$ cat src/rtl/cpu_pkg.sv
// Shared control-path definitions: sequencer state codes, RV32 base opcodes,
// writeback mux selects and the opcode class latched during decode.
package cpu_pkg;

  localparam logic [2:0] ST_IDLE   = 3'd0;
  localparam logic [2:0] ST_FETCH  = 3'd1;
  localparam logic [2:0] ST_DECODE = 3'd2;
  localparam logic [2:0] ST_EXEC   = 3'd3;
  localparam logic [2:0] ST_MEM    = 3'd4;
  localparam logic [2:0] ST_WB     = 3'd5;
  localparam logic [2:0] ST_HALT   = 3'd6;

  localparam logic [6:0] OP_R      = 7'b0110011;
  localparam logic [6:0] OP_I      = 7'b0010011;
  localparam logic [6:0] OP_LOAD   = 7'b0000011;
  localparam logic [6:0] OP_STORE  = 7'b0100011;
  localparam logic [6:0] OP_BRANCH = 7'b1100011;
  localparam logic [6:0] OP_JAL    = 7'b1101111;
  localparam logic [6:0] OP_JALR   = 7'b1100111;
  localparam logic [6:0] OP_LUI    = 7'b0110111;
  localparam logic [6:0] OP_AUIPC  = 7'b0010111;
  localparam logic [6:0] OP_SYSTEM = 7'b1110011;

  localparam logic [1:0] WB_ALU  = 2'd0;
  localparam logic [1:0] WB_DMEM = 2'd1;
  localparam logic [1:0] WB_PC4  = 2'd2;

  // CLS_OTHER doubles as the cleared value and the "unlisted opcode" class.
  typedef enum logic [3:0] {
    CLS_OTHER  = 4'd0,
    CLS_R      = 4'd1,
    CLS_I      = 4'd2,
    CLS_LOAD   = 4'd3,
    CLS_STORE  = 4'd4,
    CLS_BRANCH = 4'd5,
    CLS_JAL    = 4'd6,
    CLS_JALR   = 4'd7,
    CLS_LUI    = 4'd8,
    CLS_AUIPC  = 4'd9,
    CLS_SYSTEM = 4'd10
  } op_class_t;

  function automatic logic is_jump(input op_class_t c);
    return (c == CLS_JAL) || (c == CLS_JALR);
  endfunction

endpackage

$ cat src/rtl/multicycle_sequencer_opcode_classify.sv
// Purely combinational map from the 7-bit major opcode to its control class.
module opcode_classify
  import cpu_pkg::*;
(
  input  logic [6:0] opcode,
  output op_class_t  op_class
);

  always_comb begin
    case (opcode)
      OP_R:      op_class = CLS_R;
      OP_I:      op_class = CLS_I;
      OP_LOAD:   op_class = CLS_LOAD;
      OP_STORE:  op_class = CLS_STORE;
      OP_BRANCH: op_class = CLS_BRANCH;
      OP_JAL:    op_class = CLS_JAL;
      OP_JALR:   op_class = CLS_JALR;
      OP_LUI:    op_class = CLS_LUI;
      OP_AUIPC:  op_class = CLS_AUIPC;
      OP_SYSTEM: op_class = CLS_SYSTEM;
      default:   op_class = CLS_OTHER;
    endcase
  end

endmodule

$ cat src/rtl/multicycle_sequencer.sv
// Multicycle control sequencer: FETCH/DECODE/EXEC/MEM/WB walk with a bounded
// data-memory wait, a retired-instruction counter and sticky halt status.
module multicycle_sequencer
  import cpu_pkg::*;
#(
  parameter int MEM_TIMEOUT = 15
) (
  input  logic        clk,
  input  logic        reset,
  input  logic        start,
  input  logic [6:0]  opcode,
  input  logic        branch_taken,
  input  logic        dmem_ready,
  output logic        ir_we,
  output logic        pc_we,
  output logic        pc_sel,
  output logic        reg_we,
  output logic        dmem_req,
  output logic        dmem_we,
  output logic [1:0]  wb_sel,
  output logic        busy,
  output logic        halted,
  output logic        illegal,
  output logic        fault,
  output logic [2:0]  state,
  output logic [31:0] retired
);

  // The counter only needs to reach MEM_TIMEOUT-1; the last waiting cycle halts.
  localparam int CW = (MEM_TIMEOUT > 1) ? $clog2(MEM_TIMEOUT) : 1;
  localparam logic [CW-1:0] WAIT_LAST = CW'(MEM_TIMEOUT - 1);

  op_class_t     decoded_class;
  op_class_t     op_class;
  logic [2:0]    next_state;
  logic [CW-1:0] wait_cnt;
  logic          wait_expired;

  opcode_classify u_classify (
    .opcode   (opcode),
    .op_class (decoded_class)
  );

  assign wait_expired = (wait_cnt == WAIT_LAST);

  always_comb begin
    next_state = state;
    case (state)
      ST_IDLE:   if (start) next_state = ST_FETCH;
      ST_FETCH:  next_state = ST_DECODE;
      ST_DECODE: begin
        if ((decoded_class == CLS_SYSTEM) || (decoded_class == CLS_OTHER))
          next_state = ST_HALT;
        else
          next_state = ST_EXEC;
      end
      ST_EXEC: begin
        if ((op_class == CLS_LOAD) || (op_class == CLS_STORE))
          next_state = ST_MEM;
        else if (op_class == CLS_BRANCH)
          next_state = ST_FETCH;
        else
          next_state = ST_WB;
      end
      // A ready arriving on the final allowed cycle still completes the access.
      ST_MEM: begin
        if (dmem_ready)
          next_state = (op_class == CLS_STORE) ? ST_FETCH : ST_WB;
        else if (wait_expired)
          next_state = ST_HALT;
      end
      ST_WB:   next_state = ST_FETCH;
      ST_HALT: next_state = ST_HALT;
      default: next_state = ST_IDLE;
    endcase
  end

  always_ff @(posedge clk) begin
    if (reset) begin
      state    <= ST_IDLE;
      op_class <= CLS_OTHER;
      wait_cnt <= '0;
      illegal  <= 1'b0;
      fault    <= 1'b0;
      retired  <= '0;
    end else begin
      state <= next_state;
      if (state == ST_DECODE) begin
        op_class <= decoded_class;
        illegal  <= (decoded_class == CLS_OTHER);
      end
      if ((state == ST_MEM) && !dmem_ready && !wait_expired)
        wait_cnt <= wait_cnt + 1'b1;
      else
        wait_cnt <= '0;
      if ((state == ST_MEM) && !dmem_ready && wait_expired)
        fault <= 1'b1;
      if (pc_we)
        retired <= retired + 32'd1;
    end
  end

  // Reset masks the PC/register commits so an aborted instruction leaves no trace.
  always_comb begin
    ir_we    = (state == ST_FETCH);
    halted   = (state == ST_HALT);
    busy     = (state == ST_FETCH) || (state == ST_DECODE) || (state == ST_EXEC) ||
               (state == ST_MEM) || (state == ST_WB);
    dmem_req = (state == ST_MEM);
    dmem_we  = (state == ST_MEM) && (op_class == CLS_STORE);
    reg_we   = (state == ST_WB) && !reset;
    wb_sel   = WB_ALU;
    pc_sel   = 1'b0;
    pc_we    = 1'b0;
    case (state)
      ST_EXEC: begin
        if (op_class == CLS_BRANCH) begin
          pc_we  = 1'b1;
          pc_sel = branch_taken;
        end
      end
      ST_MEM: pc_we = dmem_ready && (op_class == CLS_STORE);
      ST_WB: begin
        pc_we  = 1'b1;
        pc_sel = is_jump(op_class);
        if (op_class == CLS_LOAD)
          wb_sel = WB_DMEM;
        else if (is_jump(op_class))
          wb_sel = WB_PC4;
      end
      default: ;
    endcase
    pc_we = pc_we && !reset;
  end

endmodule

$ cat config.mk
export PLATFORM = sky130hd
export DESIGN_NAME = multicycle_sequencer
export DESIGN_NICKNAME = d
export VERILOG_FILES = /design/src/rtl/cpu_pkg.sv /design/src/rtl/multicycle_sequencer_opcode_classify.sv /design/src/rtl/multicycle_sequencer.sv
export SDC_FILE = /design/constraint.sdc
export NUM_CORES = 1
export LEC_CHECK = 0
export ABC_CLOCK_PERIOD_IN_PS = 2150
export CELL_PAD_IN_SITES_DETAIL_PLACEMENT = 0
export CELL_PAD_IN_SITES_GLOBAL_PLACEMENT = 2
export CORE_UTILIZATION = 23
export CTS_BUF_LIST = sky130_fd_sc_hd__clkbuf_2
export CTS_CLUSTER_SIZE = 12
export DETAILED_ROUTE_END_ITERATION = 10
export PLACE_DENSITY_LB_ADDON = 0.1
export SYNTH_ARGS = -nofsm -noshare
export SYNTH_HDL_FRONTEND = slang
export SYNTH_SLANG_ARGS = --single-unit
$ cat constraint.sdc
create_clock -name clk -period 2.15 [get_ports clk]
set_input_delay 0.3225 -clock clk [delete_from_list [all_inputs] [get_ports clk]]
set_output_delay 0.3225 -clock clk [all_outputs]
set_load 0.05 [all_outputs]
==> flow_summary.json, run 1 <==
{
  "cts.path.max_buffers": 2,
  "arrival_ns": 1.88,
  "chipHeight_um": 104.6,
  "syn_nets": 311,
  "drt_iter0_drc": 61,
  "syn2layout_area_growth_pct": 53.31,
  "ys.flop_type": "dfxtp_1",
  "diodes": 0,
  "status": "finished, violations left",
  "synth_cell_types": 51,
  "grt_pass1_wl_um": 11520,
  "io_pins": 59,
  "cp.required_ns": 1.83,
  "cts_inserted_buffers": 5,
  "initial_utilization": 0.2357,
  "final_area_um2": 3714,
  "insertion_delay_ns": 0.40,
  "setup_violations": 2,
  "htreeDepth": 2,
  "cts.sinks": 45,
  "drt-pass1-iter-count": 4,
  "drc": 0,
  "postCtsHoldBufs": 0,
  "min_period_ns": 2.201,
  "grt-ovfl-total": 0,
  "grt_usage": 0.1296,
  "place.gp.congestion": 0.7241,
  "port_buffers": 58,
  "holdWs_ns": 0.3791,
  "drv_slew": 0,
  "async_flop_share": 0,
  "fin_nets": 406,
  "ant_nets": 0,
  "die_area_um2": 10950,
  "core_area_um2": 10280,
  "tritoncts": "done",
  "final_hold_viol_count": 0,
  "cp-start-kind": "register",
  "core.rowCount": 37,
  "final_common_cell": "buf_4",
  "grt_max_degree": 44,
  "synth_seq_cells": 45,
  "viasPerCell": 4.587,
  "ir_drop_v": 0.0006600,
  "grt_pass1_vias": 2334,
  "avgSynthCellArea_um2": 8.184,
  "synth.top_cell.area_share": 0.3719,
  "dp_hpwl_um": 5001,
  "cts-root-buf": "clkbuf_2",
  "mostFrequentLayoutCells": "buf_4 (44), nor2_1 (40), clkdlybuf4s50_1 (39), dfxtp_1 (24), xor2_1 (21)",
  "drv_cap": 0,
  "crit_path_end_kind": "output pin",
  "ys_seq_area_frac": 0.3719,
  "synth_area_leader_cell": "dfxtp_1",
  "routed_wl_um": 6835,
  "max_clock_freq_ghz": 0.4543,
  "slew-limit-headroom": 0.6607,
  "hold_path_class": "input port to register",
  "setup_ws_ns": -0.05129,
  "die_w_um": 104.6,
  "leakagePower_uw": 0.001467,
  "path_max_fanout": 3,
  "synth_area_leaders": "dfxtp_1 (37%), xor2_1 (7.6%), nor2_1 (6.7%)",
  "grt_antenna_before_repair": 0,
  "synth-edff-count": 0,
  "syn_inst": 296,
  "clk_pin_slew_ns": 0.24,
  "wl_per_cell_um": 12.95,
  "violations": "negative setup slack",
  "power_density_nw_per_um2": 592.6,
  "rsz0062_at_grt": "yes",
  "synth_area_um2": 2422,
  "worst_pin_slew_ns": 0.5081,
  "yosys_warnings": 0,
  "path_class": "register to output pin",
  "power_uw": 2201,
  "vias": 2422,
  "pre_cts_ws_ns": -0.08085,
  "fill_cells": 1093,
  "fin_skew_ns": 0.01361,
  "layout-drive-gt1-share": 0.2653,
  "dpl_cell_area_um2": 3515,
  "finalCritPeriodShare": 1.024
}
-- metrics by stage --
step / instances / utilization / setup TNS [ns]
finish: 528 / 0.3613 / -0.06391
global placement: 510 / 0.3420 / -0.1521
global route: 528 / 0.3613 / -0.6691
CTS: 522 / 0.3521 / -0.1687
detailed placement: 510 / 0.3420 / -0.2453
floorplan: 296 / - / -0.1820
-- final timing paths --
kind,slack (ns),to,from,depth (start not counted)
min reg2reg,0.49,illegal,illegal,2
min,0.38,retired[26],reset,3
max,-0.05,pc_we,op_class[3],5
max reg2reg,0.01,retired[21],op_class[3],7
-- flip-flops by register name, indices dropped and copies added (netlist names) --
signal,count
state,3
wait_cnt,4
retired,32
fault,1
op_class,4
illegal,1
-- report_power, final --
| group | switching [µW] | internal, µW | total, µW | leakage [µW] |
|---|---|---|---|---|
| clock | 285 | 198 | 483 | 0.0000406 |
| sequential | 32.4 | 881 | 914 | 0.000374 |
| combinational | 489 | 315 | 804 | 0.00105 |
-- logic make-up after synthesis --
family	after synthesis	share of synthesized area
AOI/OAI and AO/OA	72	0.2046
xor gates and xnor gates	22	0.07955
adders and majority gates	3	0.01550
buffers and inverters	27	0.04597
DFF	45	0.3719
muxes	2	0.008781
and+or+nand+nor	125	0.2738
-- synthesized netlist by cell type, types with 3 or more instances --
| cell | instances |
|---|---|
| nand3_1 | 9 |
| inv_1 | 11 |
| nor2_1 | 43 |
| or3_1 | 10 |
| xor2_1 | 21 |
| nand4_1 | 4 |
| o21ai_0 | 19 |
| nand3b_1 | 3 |
| nand2_1 | 19 |
| nand2b_1 | 5 |
| nor2b_1 | 5 |
| a31oi_1 | 3 |
| and3_1 | 6 |
| a21oi_1 | 18 |
| o211ai_1 | 7 |
| ha_1 | 3 |
| clkbuf_1 | 13 |
| o2111ai_1 | 7 |
| dfxtp_1 | 45 |
| nor3_1 | 8 |
-- layer usage --
metal / share of wire / GRT usage / up-vias
met5: 0 / 0 / -
met4: 0.0089 / 0.03622 / 0
met3: 0.031 / 0.02558 / 4
met2: 0.46 / 0.2148 / 38
met1: 0.50 / 0.1701 / 1126
li1: - / - / 1254
-- area by class of cell --
class | count | area (µm²) | area share
Multi-Input combinational cell | 224 | 1465 | 0.3945
Timing Repair Buffer | 104 | 1039 | 0.2797
Sequential cell | 45 | 934.6 | 0.2517
Tap cell | 136 | 170.2 | 0.04582
Inverter | 11 | 41.29 | 0.01112
Clock inverter | 2 | 33.78 | 0.009097
Clock buffer | 6 | 30.03 | 0.008086
-- what timing repair did --
| item | CTS | global route |
|---|---|---|
| pin swaps | 4 | 5 |
| setup endpoints to repair | 8 | 18 |
| hold endpoints to repair | 0 | 0 |
| setup buffers | 4 | 6 |
| resized for setup | 8 | 14 |
| gates cloned | 0 | 0 |
-- worst max-delay path, cell delays in order, from the launching register on --
cell and delay (ns):
dfxtp_2 0.37, or4b_4 0.57, o22ai_4 0.21, nor2_2 0.07, nor2_4 0.11, buf_12 0.14
(Power assumes the default switching activity.)
==> run 2: changes to the inputs <==
SLEW_MARGIN = 25   (was default)
==> results of run 2 <==
Same layout as run 1: the final DEF is identical, and so are final timing and power.
